**src/rtl/ac97_pkg.sv**
```systemverilog
// Shared constants, types and frame packing for the AC'97 outgoing link.
// The INIT state exists only when AC97_INIT_SEQ_EN is defined.
package ac97_pkg;

  localparam int FRAME_BITS  = 256;
  localparam int SLOT0_START = 0;
  localparam int SLOT1_START = 16;
  localparam int SLOT2_START = 36;
  localparam int SLOT3_START = 56;
  localparam int SLOT4_START = 76;
  localparam int SLOT0_W     = 16;
  localparam int SLOTN_W     = 20;
  localparam int DATA_BITS   = SLOT4_START + SLOTN_W;  // bits 96..255 are always zero
  localparam int SYNC_BITS   = 16;
  localparam int LATCH_CNT   = FRAME_BITS - 2;

  // Tag positions inside the 16-bit slot0 word (bit 15 goes out first)
  localparam int TAG_VALID = 15;
  localparam int TAG_SLOT1 = 14;
  localparam int TAG_SLOT2 = 13;
  localparam int TAG_SLOT3 = 12;
  localparam int TAG_SLOT4 = 11;

  localparam logic [6:0]  INIT_ADDR0 = 7'h02;
  localparam logic [15:0] INIT_DATA0 = 16'h0000;
  localparam logic [6:0]  INIT_ADDR1 = 7'h04;
  localparam logic [15:0] INIT_DATA1 = 16'h0000;
  localparam logic [6:0]  INIT_ADDR2 = 7'h18;
  localparam logic [15:0] INIT_DATA2 = 16'h0808;
  localparam logic [6:0]  INIT_ADDR3 = 7'h2C;
  localparam logic [15:0] INIT_DATA3 = 16'hBB80;

  typedef enum logic [1:0] {
    ST_STARTUP = 2'd0,
    ST_RUN     = 2'd1
`ifdef AC97_INIT_SEQ_EN
    ,ST_INIT   = 2'd2
`endif
  } ac97_state_e;

  typedef struct packed {
    logic        cmd_tag;
    logic        pcm_tag;
    logic [6:0]  addr;
    logic [15:0] data;
    logic [19:0] left;
    logic [19:0] right;
  } frame_t;

  function automatic logic [DATA_BITS-1:0] pack_frame(input frame_t f);
    logic [SLOT0_W-1:0] slot0;
    slot0            = '0;
    slot0[TAG_VALID] = f.cmd_tag | f.pcm_tag;
    slot0[TAG_SLOT1] = f.cmd_tag;
    slot0[TAG_SLOT2] = f.cmd_tag;
    slot0[TAG_SLOT3] = f.pcm_tag;
    slot0[TAG_SLOT4] = f.pcm_tag;
    return {slot0, 1'b0, f.addr, 12'h000, f.data, 4'h0, f.left, f.right};
  endfunction

endpackage

```
**src/rtl/ac97_frame_controller_if.sv**
```systemverilog
// Command and PCM valid/ready handshakes between the audio/config logic and the link controller.
interface ac97_frame_controller_if;
  logic        cmd_valid;
  logic        cmd_ready;
  logic [6:0]  cmd_addr;
  logic [15:0] cmd_data;
  logic        pcm_valid;
  logic        pcm_ready;
  logic [19:0] pcm_left;
  logic [19:0] pcm_right;

  modport master (
    output cmd_valid, cmd_addr, cmd_data, pcm_valid, pcm_left, pcm_right,
    input  cmd_ready, pcm_ready
  );

  modport slave (
    input  cmd_valid, cmd_addr, cmd_data, pcm_valid, pcm_left, pcm_right,
    output cmd_ready, pcm_ready
  );
endinterface

```
**src/rtl/ac97_init_rom.sv**
```systemverilog
// Codec register writes issued once after startup when AC97_INIT_SEQ_EN is defined.
module ac97_init_rom
  import ac97_pkg::*;
(
  input  logic [1:0]  idx_i,
  output logic [6:0]  addr_o,
  output logic [15:0] data_o
);

  always_comb begin
    case (idx_i)
      2'd0:    begin addr_o = INIT_ADDR0; data_o = INIT_DATA0; end
      2'd1:    begin addr_o = INIT_ADDR1; data_o = INIT_DATA1; end
      2'd2:    begin addr_o = INIT_ADDR2; data_o = INIT_DATA2; end
      default: begin addr_o = INIT_ADDR3; data_o = INIT_DATA3; end
    endcase
  end

endmodule

```
**src/rtl/ac97_frame_controller.sv**
```systemverilog
// AC'97 SYNC/SDATA_OUT frame generator with command and stereo PCM handshakes.
// Define AC97_INIT_SEQ_EN to insert the four-write codec INIT sequence before RUN.
module ac97_frame_controller
  import ac97_pkg::*;
#(
  parameter int unsigned STARTUP_FRAMES = 2
) (
  input  logic                          RawBitClock,
  input  logic                          RST,
  ac97_frame_controller_if.slave        host,
  output logic                          SYNC,
  output logic                          SDATA_OUT,
  output logic                          frame_start,
  output logic                          pcm_underrun,
  output logic                          init_done
);

  localparam logic [7:0] LAST_WRAP = 8'(STARTUP_FRAMES - 1);

  logic [7:0]           bit_cnt_q, cnt_next;
  ac97_state_e          state_q, state_d;
  logic [7:0]           wrap_cnt_q, wrap_cnt_d;
  frame_t               frame_q, frame_d;
  logic                 sync_q, sync_d;
  logic                 sdata_q, sdata_d;
  logic                 frame_start_q, frame_start_d;
  logic                 underrun_q, underrun_d;
  logic                 init_done_q, init_done_d;
  logic                 ready_q, ready_d;
  logic                 latch_edge, wrap, cmd_acc, pcm_acc;
  logic [DATA_BITS-1:0] frame_vec;
  logic [6:0]           data_idx;

`ifdef AC97_INIT_SEQ_EN
  logic [1:0]  init_idx_q, init_idx_d;
  logic [6:0]  rom_addr;
  logic [15:0] rom_data;

  ac97_init_rom u_init_rom (
    .idx_i  (init_idx_q),
    .addr_o (rom_addr),
    .data_o (rom_data)
  );

  localparam ac97_state_e AFTER_STARTUP = ST_INIT;
`else
  localparam ac97_state_e AFTER_STARTUP = ST_RUN;
`endif

  assign cnt_next   = bit_cnt_q + 8'd1;
  assign latch_edge = (bit_cnt_q == 8'(LATCH_CNT));
  assign wrap       = (bit_cnt_q == 8'(FRAME_BITS - 1));
  assign cmd_acc    = host.cmd_valid && ready_q;
  assign pcm_acc    = host.pcm_valid && ready_q;
  assign frame_vec  = pack_frame(frame_q);
  assign data_idx   = 7'(DATA_BITS - 1) - cnt_next[6:0];

  always_comb begin
    // NOTE: every _d takes its hold value first, so no branch can leave one unassigned and infer a latch.
    state_d    = state_q;
    wrap_cnt_d = wrap_cnt_q;
    frame_d    = frame_q;
`ifdef AC97_INIT_SEQ_EN
    init_idx_d = init_idx_q;
`endif
    // Each frame is rebuilt from scratch at the latch point; absent traffic leaves zeros and clear tags.
    if (latch_edge) frame_d = '0;

    case (state_q)
      ST_STARTUP: begin
        if (wrap) begin
          wrap_cnt_d = wrap_cnt_q + 8'd1;
          if (wrap_cnt_q == LAST_WRAP) state_d = AFTER_STARTUP;
        end
      end
`ifdef AC97_INIT_SEQ_EN
      ST_INIT: begin
        if (latch_edge) begin
          frame_d.cmd_tag = 1'b1;
          frame_d.addr    = rom_addr;
          frame_d.data    = rom_data;
          init_idx_d      = init_idx_q + 2'd1;
          if (init_idx_q == 2'd3) state_d = ST_RUN;
        end
      end
`endif
      ST_RUN: begin
        if (latch_edge) begin
          if (cmd_acc) begin
            frame_d.cmd_tag = 1'b1;
            frame_d.addr    = host.cmd_addr;
            frame_d.data    = host.cmd_data;
          end
          if (pcm_acc) begin
            frame_d.pcm_tag = 1'b1;
            frame_d.left    = host.pcm_left;
            frame_d.right   = host.pcm_right;
          end
        end
      end
      default: state_d = ST_STARTUP;
    endcase

    // Outputs are computed for the count the next edge lands on, so each register lines up with bit_cnt.
    ready_d       = (state_q == ST_RUN) && (cnt_next == 8'(LATCH_CNT));
    underrun_d    = (state_q == ST_RUN) && latch_edge && !pcm_acc;
    init_done_d   = (state_d == ST_RUN);
    frame_start_d = (cnt_next == 8'd0);
    // SYNC can only start at 255, so the first pulse after reset is never truncated.
    sync_d        = (cnt_next == 8'(FRAME_BITS - 1)) || (sync_q && (cnt_next < 8'(SYNC_BITS - 1)));
    sdata_d       = (cnt_next < 8'(DATA_BITS)) ? frame_vec[data_idx] : 1'b0;
  end

  always_ff @(posedge RawBitClock or negedge RST) begin
    if (!RST) begin
      // NOTE: the frame register is reset as well, so a command latched before RST can never reach the wire.
      bit_cnt_q     <= '0;
      state_q       <= ST_STARTUP;
      wrap_cnt_q    <= '0;
      frame_q       <= '0;
      sync_q        <= 1'b0;
      sdata_q       <= 1'b0;
      frame_start_q <= 1'b0;
      underrun_q    <= 1'b0;
      init_done_q   <= 1'b0;
      ready_q       <= 1'b0;
`ifdef AC97_INIT_SEQ_EN
      init_idx_q    <= '0;
`endif
    end else begin
      // NOTE: non-blocking assignments keep every register sampling pre-edge values.
      bit_cnt_q     <= cnt_next;
      state_q       <= state_d;
      wrap_cnt_q    <= wrap_cnt_d;
      frame_q       <= frame_d;
      sync_q        <= sync_d;
      sdata_q       <= sdata_d;
      frame_start_q <= frame_start_d;
      underrun_q    <= underrun_d;
      init_done_q   <= init_done_d;
      ready_q       <= ready_d;
`ifdef AC97_INIT_SEQ_EN
      init_idx_q    <= init_idx_d;
`endif
    end
  end

  assign SYNC           = sync_q;
  assign SDATA_OUT      = sdata_q;
  assign frame_start    = frame_start_q;
  assign pcm_underrun   = underrun_q;
  assign init_done      = init_done_q;
  assign host.cmd_ready = ready_q;
  assign host.pcm_ready = ready_q;

endmodule

```
**src/flat_wrapper.sv**
```systemverilog
// flat-port wrapper written by rule: the top's interface ports become plain ports
module ac97_frame_controller_flat import ac97_pkg::*;
#(
  parameter int unsigned STARTUP_FRAMES = 2
)
  (RawBitClock, RST, SYNC, SDATA_OUT, frame_start, pcm_underrun, init_done, host_cmd_valid, host_cmd_addr, host_cmd_data, host_pcm_valid, host_pcm_left, host_pcm_right, host_cmd_ready, host_pcm_ready);
  ac97_frame_controller_if host_i ();
  input  logic RawBitClock;
  input  logic RST;
  output logic SYNC;
  output logic SDATA_OUT;
  output logic frame_start;
  output logic pcm_underrun;
  output logic init_done;
  input wire logic [$bits(host_i.cmd_valid)-1:0] host_cmd_valid;
  input wire logic [$bits(host_i.cmd_addr)-1:0] host_cmd_addr;
  input wire logic [$bits(host_i.cmd_data)-1:0] host_cmd_data;
  input wire logic [$bits(host_i.pcm_valid)-1:0] host_pcm_valid;
  input wire logic [$bits(host_i.pcm_left)-1:0] host_pcm_left;
  input wire logic [$bits(host_i.pcm_right)-1:0] host_pcm_right;
  output wire logic [$bits(host_i.cmd_ready)-1:0] host_cmd_ready;
  output wire logic [$bits(host_i.pcm_ready)-1:0] host_pcm_ready;
  assign host_i.cmd_valid = host_cmd_valid;
  assign host_i.cmd_addr = host_cmd_addr;
  assign host_i.cmd_data = host_cmd_data;
  assign host_i.pcm_valid = host_pcm_valid;
  assign host_i.pcm_left = host_pcm_left;
  assign host_i.pcm_right = host_pcm_right;
  assign host_cmd_ready = host_i.cmd_ready;
  assign host_pcm_ready = host_i.pcm_ready;
  ac97_frame_controller #(.STARTUP_FRAMES(STARTUP_FRAMES)) u_core (.RawBitClock(RawBitClock), .RST(RST), .host(host_i), .SYNC(SYNC), .SDATA_OUT(SDATA_OUT), .frame_start(frame_start), .pcm_underrun(pcm_underrun), .init_done(init_done));
endmodule
```
**config.mk**
```make
export PLATFORM = sky130hd
export DESIGN_NAME = ac97_frame_controller_flat
export DESIGN_NICKNAME = d
export VERILOG_FILES = /design/src/rtl/ac97_pkg.sv /design/src/rtl/ac97_frame_controller_if.sv /design/src/rtl/ac97_init_rom.sv /design/src/rtl/ac97_frame_controller.sv /design/src/flat_wrapper.sv
export SDC_FILE = /design/constraint.sdc
export NUM_CORES = 1
export LEC_CHECK = 0
export CAP_MARGIN = 10
export CORE_ASPECT_RATIO = 1.1
export CORE_UTILIZATION = 45
export DETAILED_ROUTE_END_ITERATION = 16
export GPL_ROUTABILITY_DRIVEN = 0
export GPL_TIMING_DRIVEN = 0
export PLACE_DENSITY = 0.7
export SLEW_MARGIN = 25
export SYNTH_ARGS = -nofsm -noshare
export SYNTH_HDL_FRONTEND = slang
export SYNTH_HIERARCHICAL = 1
export SYNTH_SLANG_ARGS = --single-unit
```
**constraint.sdc**
```tcl
create_clock -name RawBitClock -period 7.2 [get_ports RawBitClock]
set_input_delay 0.72 -clock RawBitClock [delete_from_list [all_inputs] [get_ports RawBitClock]]
set_output_delay 0.72 -clock RawBitClock [all_outputs]
set_load 0.03 [all_outputs]
```
Word level (Yosys, flattened, before mapping) --
Index checks and enable logic that the tools add are counted.
Storage, ports and cells: register bits 89, bits in latches 0, memory bits (writable) 0, memory bits (read-only) 0, input port bits 67, word-level logic and storage cells 53, memories kept 0
Cells by class: $add $sub $neg 3, multipliers 0, divide/modulo/power cells 0, order comparisons 3, equal/unequal tests 7, shift operators 0, multiplexer cells 13, bitwise gates (word level) 1, reduce and logical (&&, ||, !) cells 11
Operator list (number):
- $mux W65 | 3
- $mux W40 | 1
- $eq A8 B8 Y1 const B | 4
- $mux W23 | 1
- $add A8 B1 Y8 const B | 2
- $eq A8 B1 Y1 const B | 1
- $logic_not A8 Y1 | 1
- $lt A7 B8 Y1 const B | 1
- $lt A8 B4 Y1 const B | 1
- $lt A8 B7 Y1 const B | 1
- $bmux W1 S7 | 1
- $sub A7 B7 Y7 const A | 1
- $logic_and A1 B1 Y1 | 6
- $eq A2 B1 Y1 const B | 2
- $mux W1 | 4
- $mux W2 | 2
- $pmux W2 S2 | 1
- $logic_not A2 Y1 | 1
- $reduce_and A2 Y1 | 1
- $logic_not A1 Y1 | 1
- $logic_or A1 B1 Y1 | 1
- $or A1 B1 Y1 | 1

Depth between registers and ports, before layout --
Gate-level depths: netlist of the first run.
depth in word-level cells 5, gate-level depth with buffers 11, depth with buffers taken out 8

Least setup slack after synthesis of the first run --
Ideal clock, no wire load.
path kind register to register, start point reg u_core.bit_cnt_q[0], end point reg u_core.sdata_q (netlist: u_core/SDATA_OUT), library setup time 0.131 ns, arrival time 2.419 ns, required time 7.069 ns, path slack 4.650 ns, stages on the path, launching flop included 10, buffers on the path 2, period minus slack after synthesis 2.550 ns, cells stage by stage dfrtp_1 -> clkbuf_1 -> inv_1 -> ha_1 -> buf_2 -> inv_2 -> mux4_2 -> a2111o_1 -> o211ai_1 -> a211oi_2
On the way: cells in the longest elaborated chain, start to end 5, elaborated cells between the ends (all ways) 6
Ends and longest elaborated chain:
- start: declaration | line ac97_frame_controller.sv:20 | logic [7:0] bit_cnt_q, cnt_next;
- start signal: assignment | line ac97_frame_controller.sv:132 | bit_cnt_q <= cnt_next;
- $add A8 B1 Y8 * | line ac97_frame_controller.sv:50 | assign cnt_next = bit_cnt_q + 8'd1;
- net u_core.cnt_next[0] | line ac97_frame_controller.sv:20
- $sub A7 B7 Y7 | line ac97_frame_controller.sv:56 | assign data_idx = 7'(DATA_BITS - 1) - cnt_next[6:0];
- $bmux W1 S7 | line ac97_frame_controller.sv:111 | sdata_d = (cnt_next < 8'(DATA_BITS)) ? frame_vec[data_idx] : 1'b0;
- $mux W1 (implied by the code) | line ac97_frame_controller.sv:111
- $mux W1 * | line ac97_frame_controller.sv:111
- net u_core.sdata_d | line ac97_frame_controller.sv:25 | logic sdata_q, sdata_d;
- end signal: assignment | line ac97_frame_controller.sv:137 | sdata_q <= sdata_d;
- end: declaration | line ac97_frame_controller.sv:25
Mark *: on every way through the listed nets, which the timed path passes. The rest lies on a longest branch. The select of a mux whose other input is x is not followed. A chain may end at the register's enable or synchronous reset.

Final worst setup path of the first run --
Same ends and word-level chain as after synthesis.

==> summary.md, run 1 <==
| Metric | Value |
|---|---|
| Status | `finished, final reports clean` |
| Synthesized Nets | `403` |
| Top Layer Used | `met4` |
| First-pass GRT wire length | `15700 um` |
| Library cells used by synthesis | `46` |
| Post-synthesis cell count | `330` |
| DR WL/cell | `17.7 um` |
| Clock buffer depth | `2` |
| F_max | `326 MHz` |
| Multi-input gate area | `1680 um2` |
| Ys flop type | `dfrtp_1` |
| Antenna violations before repair | `0` |
| Met3 Wirelength | `367 um` |
| Clock-pin slew on the worst setup and hold paths | `90 ps` |
| DRC | `0` |
| Detail Route Antenna Nets | `0` |
| HPWL after DPL | `6940 um` |
| NumNets Final | `488` |
| Cell taking the most area after synthesis | `dfrtp_1` |
| Max Cap Viol | `0` |
| Register-to-register setup slack | `4130 ps` |
| Htree depth | `3` |
| Area grow syn2layout | `26.0%` |
| M1 wire length | `4240 um` |
| Drt initial violations | `165` |
| Seq cells post-synth | `89` |
| Yosys top cell area share | `0.544` |
| Slew HR | `0.592` |
| Post-synthesis sequential area ratio | `0.544` |
| Skew final | `9.80 ps` |
| Pin count of the biggest net entering global routing | `53` |
| Core area | `8830 um2` |
| Final critical-path required period | `3070 ps` |
| Fraction of registers with async set/reset | `1.00` |
| R2r endpoint | `u_core/SDATA_OUT` |
| CP Class | `reg -> reg` |
| Max Fanout on Critical Path | `10` |
| Vias in the first global route | `3206` |
| Hold WS | `257 ps` |
| Worst EP arrival | `3310 ps` |
| CP bufs+invs | `4` |
| CTS Hold Bufs | `0` |
| Slowest cell on crit path | `mux4_2` |
| Layout cells sized above 1 | `0.126` |
| Number of synthesized flops with an enable pin | `0` |
| VDD IR max | `113 uV` |
| P_leak | `2.36 nW` |
| # resized after CTS | `0` |
| # diodes | `0` |
| Clock latency on the worst-skew pair | `350 ps` |
| Unrepaired setup endpoints after global routing | `false` |
| Cell Area, Synth | `4090 um2` |
| PortBufs | `73` |
| Cell Pwr Density | `163 nW/um2` |
| Num CTS Buffers | `9` |
| DR WL met2 | `4610 um` |
| FF/Latch Area | `2230 um2` |
| Setup violations, final | `0` |
| Vias | `3019` |
| Startpoint type of the worst setup path | `register` |
| Tcrit/Tclk final | `0.426` |
| Total Die Area | `9480 um2` |
| Crit-path max cell delay | `550 ps` |
| Routed vias/inst | `5.66` |
| Chip height | `102 um` |
| TritonRoute pass-1 iters | `4` |
| Most common cell in the synthesized netlist | `dfrtp_1` |
| Sink Count | `89` |
| Initial Util | `0.464` |
| Max-slew violations | `0` |
| Global Route Usage Sum | `0.219` |
| Hold Crit Class | `in -> async` |
| TNS Setup | `0 ps` |
| Synth warn | `6` |
| R2R depth | `10` |
| Synthesized area per cell | `12.4 um2` |
| Setup bufs post-CTS | `0` |
| Grt total ovfl | `0` |
| Fin. Hold Viols | `0` |
| CP top delay family | `buffers and inverters` |
| TritonCTS clock tree | `built` |
| Fin util | `0.584` |
| FILL cells | `753` |
| Synth top cells by count | `dfrtp_1 (89), a22o_1 (63), nand2_1 (25)` |
| Worst R2R Start | `u_core/bit_cnt_q[0]` |
| Area contributors post-synth | `dfrtp_1 (54%), a22o_1 (13%), mux4_2 (5.5%)` |
| Clock root buffer | `clkbuf_8` |
| I/O Pins | `74` |
| Slew @ Worst Pin | `609 ps` |
| Die width | `92.9 um` |
| Setup crit end kind | `register` |
| Worst EP required | `7440 ps` |
| Num rows | `36` |
| Crit path depth | `10` |
| Final wirelength | `9440 um` |
| CP cell instances | `clkbuf_1, inv_1, ha_1, buf_2, buf_2, mux4_2, mux2i_1, nand4_1, nand4_1, a211oi_2` |
==> per-stage QoR <==
stage          instances  setup slack [ps]  area [um2]  power [mW]
2_1_floorplan        330              4650        4090       0.510
3_3_place_gp         517              2200        4970       0.558
3_5_place_dp         518              4100        5000       0.560
4_1_cts              533              4100        5160       0.852
5_1_grt              533              3970        5160       0.877
6_report             533              4130        5160       0.843
==> worst max path at each step <==
stage / start / endpoint
2_1_floorplan: u_core/bit_cnt_q[0] / u_core/SDATA_OUT
3_3_place_gp: RST / asynchronous set/reset pin
3_5_place_dp: u_core/bit_cnt_q[0] / u_core/SDATA_OUT
4_1_cts: u_core/bit_cnt_q[0] / u_core/SDATA_OUT
5_1_grt: u_core/bit_cnt_q[0] / u_core/SDATA_OUT
6_report: u_core/bit_cnt_q[0] / u_core/SDATA_OUT
==> routing by layer <==
layer / global-route usage / up-vias
li1: - / 1415
met1: 0.289 / 1503
met2: 0.361 / 83
met3: 0.0335 / 18
met4: 0.0970 / 0
met5: 0 / -
==> worst reg2reg max path: cells and delay by family (launching register included) <==
family                   cells  cell delay, ps
buffers and inverters        4            1150
multiplexers                 2             740
flip-flops                   1             380
adder cells (fa/ha/maj)      1             340
AND/OR/NAND/NOR              2             300
AO/OA/AOI/OAI                1              50
==> layout make-up <==
cell class / count / area share
Buffer: 25 / 0.0281
Inverter: 11 / 0.00800
Sequential cell: 89 / 0.432
Clock buffer: 12 / 0.0281
Tap cell: 114 / 0.0276
Multi-Input combinational cell: 205 / 0.326
Clock inverter: 3 / 0.00340
Timing Repair Buffer: 74 / 0.147
==> logic make-up (layout without fill, tap and decap cells) <==
group                    count (synthesis)  count (layout)  share of synthesized area
AO/OA/AOI/OAI                           90              90                      0.185
flip-flops                              89              89                      0.544
AND/OR/NAND/NOR                         78              78                      0.103
buffers and inverters                   36             125                     0.0455
XOR/XNOR                                15              15                     0.0358
multiplexers                            15              15                     0.0675
adder cells (fa/ha/maj)                  6               6                     0.0183
other                                    1               1                   0.000916
==> power by group <==
group          total (mW)  leakage [nW]  internal [mW]  switching, mW
Combinational      0.0483          1.05         0.0327         0.0157
Clock               0.295        0.0822          0.132          0.163
Sequential          0.500          1.23          0.500       0.000371
Total               0.843          2.36          0.664          0.179
==> cells in the final DEF (no fill, tap or decap), types with 2 or more instances in the layout <==
cell type	Yosys	routed
a21oi_1	3	3
a22o_1	63	63
a31oi_1	4	4
nand3_1	11	11
clkbuf_1	8	10
a22oi_1	2	2
dfrtp_1	89	89
inv_1	10	10
nand4_1	10	10
nand2_1	25	25
buf_6	4	5
o21ai_0	2	2
buf_4	2	2
xnor2_2	2	2
nor2_1	14	14
mux4_2	10	10
and3_1	4	4
clkinv_2	0	2
a21o_1	2	2
buf_2	11	11
clkdlybuf4s50_1	0	72
nor3_1	2	2
ha_1	6	6
a311o_1	2	2
xnor2_1	11	11
xor2_1	2	2
mux2i_1	4	4
a32oi_1	4	4
o22ai_1	2	2
or3_1	2	2
clkbuf_8	0	10
nor3b_1	2	2
Note: power is estimated with default switching activity, not from simulation.
==> inputs of run 2 (changes only) <==
clock period = 2.87 ns   (was 7.2 ns; I/O delays follow)
==> summary.md, run 2 (synthesized netlist as in run 1, its figures left out) <==
| Metric | Value |
|---|---|
| Initial Util | `0.464 (unchanged)` |
| TNS Setup | `0 ps (unchanged)` |
| Clock root buffer | `clkbuf_8` |
| CP cell instances | `inv_1, ha_1, buf_2, buf_2, mux4_2, mux2i_1, nand4_1, nand4_1, a211oi_2` |
| CP Class | `reg -> reg` |
| VDD IR max | `283 uV (+150%)` |
| Crit-path max cell delay | `540 ps (about the same)` |
| Sink Count | `89 (unchanged)` |
| Tcrit/Tclk final | `0.951 (+0.525)` |
| Slowest cell on crit path | `mux4_2` |
| I/O Pins | `74 (unchanged)` |
| Detail Route Antenna Nets | `0 (unchanged)` |
| Htree depth | `3 (unchanged)` |
| Gate power share | `0.058 (about the same)` |
| Skew final | `9.68 ps (-0.120 ps)` |
| Slew HR | `0.580 (-0.0127)` |
| NumNets Final | `488 (unchanged)` |
| FILL cells | `754 (+0.13%)` |
| Status | `finished, final reports clean` |
| Num CTS Buffers | `9 (unchanged)` |
| Final wirelength | `9360 um (-0.89%)` |
| Total Die Area | `9480 um2 (unchanged)` |
| Flop pwr share | `0.593 (about the same)` |
| F_max | `366 MHz (+12%)` |
| Max-slew violations | `0 (unchanged)` |
| Fin. Hold Viols | `0 (unchanged)` |
| Vias | `2997 (-0.73%)` |
| Slew @ Worst Pin | `628 ps (+19.0 ps)` |
| Pin count of the biggest net entering global routing | `53 (unchanged)` |
| Leading cell type in the layout, fill and taps excluded | `dfrtp_1` |
| First-pass GRT wire length | `15700 um (-0.13%)` |
| DP Worst Slack | `-228 ps (-4330 ps)` |
| Startpoint type of the worst setup path | `register` |
| Sw power | `449 uW (+150%)` |
| Final WS setup | `140 ps (-3990 ps)` |
| Unrepaired setup endpoints after global routing | `false` |
| DR WL/cell | `17.6 um (-0.89%)` |
| Grt total ovfl | `0 (unchanged)` |
| Layout cells sized above 1 | `0.129 (+0.00239)` |
| Clock-pin slew on the worst setup and hold paths | `80 ps (about the same)` |
| Routed vias/inst | `5.62 (-0.73%)` |
| Antenna violations before repair | `0 (unchanged)` |
| Setup crit end kind | `register` |
| Max Fanout on Critical Path | `10 (unchanged)` |
| Total chip power | `2.12 mW (+150%)` |
| Die width | `92.9 um (unchanged)` |
| HPWL after DPL | `6940 um (unchanged)` |
| Int Pwr | `1.67 mW (+150%)` |
| Hold Crit Class | `in -> async` |
| Worst EP arrival | `2970 ps (-340 ps)` |
| FF/Latch Area | `2230 um2 (about the same)` |
| Area grow syn2layout | `26.2%` |
| Clk network pwr share | `0.349 (about the same)` |
| Worst EP required | `3110 ps (-4330 ps)` |
| Setup violations, final | `0 (unchanged)` |
| Commonest non-fill, non-tap cells in the layout | `dfrtp_1 (88), clkdlybuf4s50_1 (72), a22o_1 (63)` |
| Sw Share | `0.212 (about the same)` |
| Chip height | `102 um (unchanged)` |
| TritonRoute pass-1 iters | `4 (unchanged)` |
| Core area | `8830 um2 (unchanged)` |
| Num rows | `36 (unchanged)` |
| Clock latency on the worst-skew pair | `350 ps (about the same)` |
| PortBufs | `73 (unchanged)` |
| P_leak | `2.36 nW (+0.11%)` |
| Hold WS | `396 ps (+140 ps)` |
| Drt initial violations | `154 (-6.7%)` |
| TritonCTS clock tree | `built` |
| Clock buffer depth | `2 (unchanged)` |
| DP Area | `5000 um2 (unchanged)` |
| DRC | `0 (unchanged)` |
| Max Cap Viol | `0 (unchanged)` |
| Final critical-path required period | `2730 ps (-340 ps)` |
| # diodes | `0 (unchanged)` |
| Vias in the first global route | `3208 (+0.062%)` |
| Cell Pwr Density | `410 nW/um2 (+150%)` |
| Post-Layout Inst Area | `5170 um2 (+0.15%)` |
| Multi-input gate area | `1680 um2 (unchanged)` |
| Global Route Usage Sum | `0.218 (-0.000486)` |
## run 2: power by group through the flow
stage | clock network [mW] | registers (mW) | logic [mW]
after global placement | 0 | 1.28 | 0.119
after detailed placement | 0 | 1.28 | 0.125
after floorplan | 0 | 1.28 | 0.000160
after global routing | 0.811 | 1.25 | 0.135
final | 0.740 | 1.25 | 0.122
after CTS | 0.759 | 1.25 | 0.126
## run 2: per-layer routing
metal  global-route usage  vias up  routed length [um]  part of all wire
met5                    0        -                   0                 0
met4               0.0970        0                 125             0.013
met3               0.0335       10                 417             0.045
met2                0.360       75                4620              0.49
met1                0.288     1496                4200              0.45
li1                     -     1416                   -                 -
## run 2: area by class of cell
| class | count | area share |
|---|---|---|
| buffer | 24 | 0.0274 |
| clock buffer | 12 | 0.0281 |
| clock inverter | 3 | 0.00339 |
| inverter | 11 | 0.00799 |
| multi-input combinational | 205 | 0.325 |
| sequential | 89 | 0.431 |
| tap | 114 | 0.0276 |
| timing repair buffer | 75 | 0.149 |
## run 2: path summary, 6_finish.rpt
path | start | endpoint | slack (ps) | cells past startpoint
worst max-delay path | u_core/bit_cnt_q[0] | u_core/SDATA_OUT | 140 | 9
worst min-delay path | RST | asynchronous set/reset pin | 400 | 2
worst max register to register | u_core/bit_cnt_q[0] | u_core/SDATA_OUT | 140 | 9
worst min register to register | u_core/wrap_cnt_q[7] | u_core/wrap_cnt_q[7] | 480 | 1
max in group asynchronous | RST | asynchronous set/reset pin | 1910 | 3
min in group RawBitClock | u_core/wrap_cnt_q[7] | u_core/wrap_cnt_q[7] | 480 | 1
## run 2: worst max-delay path: cells and delay by family (launching register included)
kind | cells | cell delay, ps
muxes | 2 | 730
adders and majority gates | 1 | 320
and+or+nand+nor | 2 | 290
buffers and inverters | 3 | 740
AOI/OAI and AO/OA | 1 | 40
DFF | 1 | 490
## run 2: per-stage QoR
step                       util  std cells
final                     0.585        533
after CTS                 0.585        533
after floorplan               -        330
after detailed placement  0.566        518
after global routing      0.585        533
after global placement    0.563        517
## run 2: timing repair
action                                 4_1_cts  5_1_grt
gates resized for setup                      1        0
setup endpoints to repair                    1        0
hold buffers                                 1        0
buffers inserted                             0        0
endpoints found under the hold margin       37        0
==> inputs of run 3 (changes only) <==
CAP_MARGIN = 15   (was 10)
==> results of run 3 <==
The final DEF is identical to that of run 2; final timing and power are the same.
==> RTL edit (settings of run 2) <==
One comparison of `bit_cnt_q` changes from == to >=.
--- a/src/rtl/ac97_frame_controller.sv
+++ b/src/rtl/ac97_frame_controller.sv
@@ -48,7 +48,7 @@
 `endif
 
   assign cnt_next   = bit_cnt_q + 8'd1;
-  assign latch_edge = (bit_cnt_q == 8'(LATCH_CNT));
+  assign latch_edge = (bit_cnt_q >= 8'(LATCH_CNT));
   assign wrap       = (bit_cnt_q == 8'(FRAME_BITS - 1));
   assign cmd_acc    = host.cmd_valid && ready_q;
   assign pcm_acc    = host.pcm_valid && ready_q;
Behaviour: same outputs for any inputs over 10 cycles, from zero or initial values and one cycle with RST low; that may be too few to reach the edited logic, so the function may still have changed.
==> RTL edit against run 2 <==
- area after synthesis is 3.9% lower
- cell area is 1.7% lower
- hold slack better by 1.3 ps
- first-iteration DRC count is 3.9% lower
- worst setup slack better by 25 ps
- largest cell class unchanged
- critical endpoint unchanged
- routed wire length is 7.5% lower
- sequential cell count stayed put
- utilization is 1.6 points higher
- total power is 4.4% higher
- global-route usage is 0.33 points lower
==> RTL edit: results (changes against run 2) <==
- Outcome: completed
- Largest net degree at the start of global routing: 54 (+1.9%)
- Final nets: 459 (-5.9%)
- CTS Buf Count: 9 (unchanged)
- Mux cell area share after synthesis: 9.92% (+3.2 points)
- Slew margin rel.: 37.8% (-20 points)
- Largest cells by area after synthesis: dfrtp_1 57%, a22o_1 14%, mux4_2 9.2%
- Post-cts sizing count: 8 (+7)
- Filler cells: 680 (-9.8%)
- Commonest cells in the netlist: 89 x dfrtp_1, 63 x a22o_1, 16 x mux4_2
- Drt pass-1 iters: 5 (+1)
- Peak ir drop on the vdd network: 0.219 mV (-23%)
- Sequential area share after synthesis: 56.6% (+2.2 points)
- Hold-fix buffers, CTS: 1 (unchanged)
- Root Driver: clkbuf_8
- Compound-Gate Fraction of Synth Area: 17.6% (-0.94 points)
- CP max stage delay: 500 ps (-40 ps)
- First-pass GRT wire length: 15.1 mm (-3.8%)
- Crit path max fanout: 10 (unchanged)
- Vias in the first global route: 2,995 (-6.6%)
- Area after DPL: 4840 um^2 (-3.2%)
- Yosys cell types: 41 (-11%)
- Leakage: 0.00226 uW (-4.6%)
- Layout area overhead: 29.0%
- Postcts setup bufs: 2 (+2)
- WP data arrival: 2910 ps (-60 ps)
- Mapped Nets: 371 (-7.9%)
- DP Wirelength: 6.32 mm (-8.9%)
- Pint: 1770 uW (+5.9%)
- Layout cells sized above 1: 11.5% (-1.3 points)
- Tot GR Track Use: 21.5% (-0.33 points)
- Routed WL: 8.65 mm (-7.5%)
RTL edit: worst paths after layout:
check | startpoint | to | slack [ps] | cells after the start
hold reg to reg | u_core/wrap_cnt_q[7] | u_core/wrap_cnt_q[7] | 480 | 1
setup reg to reg | u_core/bit_cnt_q[0] | u_core/SDATA_OUT | 160 | 9
hold / removal | RST | u_core/wrap_cnt_q[5] | 400 | 2
max in group asynchronous | RST | asynchronous set/reset pin | 1900 | 3
min in group RawBitClock | u_core/wrap_cnt_q[7] | u_core/wrap_cnt_q[7] | 480 | 1
setup / recovery | u_core/bit_cnt_q[0] | u_core/SDATA_OUT | 160 | 9
RTL edit: stage by stage:
stage	worst slack (ps)	std cells
after CTS	24.2	501
after global routing	23.3	501
after global placement	-1640	482
after floorplan	39.6	298
final	165	501
after detailed placement	-594	483
RTL edit: cell type report:
cell class | count | area share (%)
Buffer | 19 | 1.75
Inverter | 7 | 0.616
Sequential cell | 89 | 43.9
Clock inverter | 1 | 0.148
Clock buffer | 14 | 3.79
Timing Repair Buffer | 78 | 15.6
Multi-Input combinational cell | 182 | 31.5
Tap cell | 111 | 2.73
RTL edit: layer usage:
layer	track usage, %	wire length [um]	vias to the layer above
li1	-	-	1316
met1	29.6	3940	1412
met2	34.9	4300	74
met3	4.47	346	7
met4	6.35	72	0
met5	0	0	-
RTL edit: power groups by stage:
stage,Sequential (uW),Combinational [uW],Clock (uW)
2_1_floorplan,1280,0.717,0
3_3_place_gp,1280,119,0
3_5_place_dp,1280,125,0
4_1_cts,1250,126,855
5_1_grt,1250,135,918
6_report,1250,123,833
RTL edit: worst reg2reg max path, cell delays in order, from the launching register on:
cell	delay (ps)
dfrtp_1	410
buf_4	160
ha_1	290
xnor2_4	200
inv_2	80
buf_2	260
mux4_2	350
mux4_2	500
o2111ai_1	190
nand3_1	140
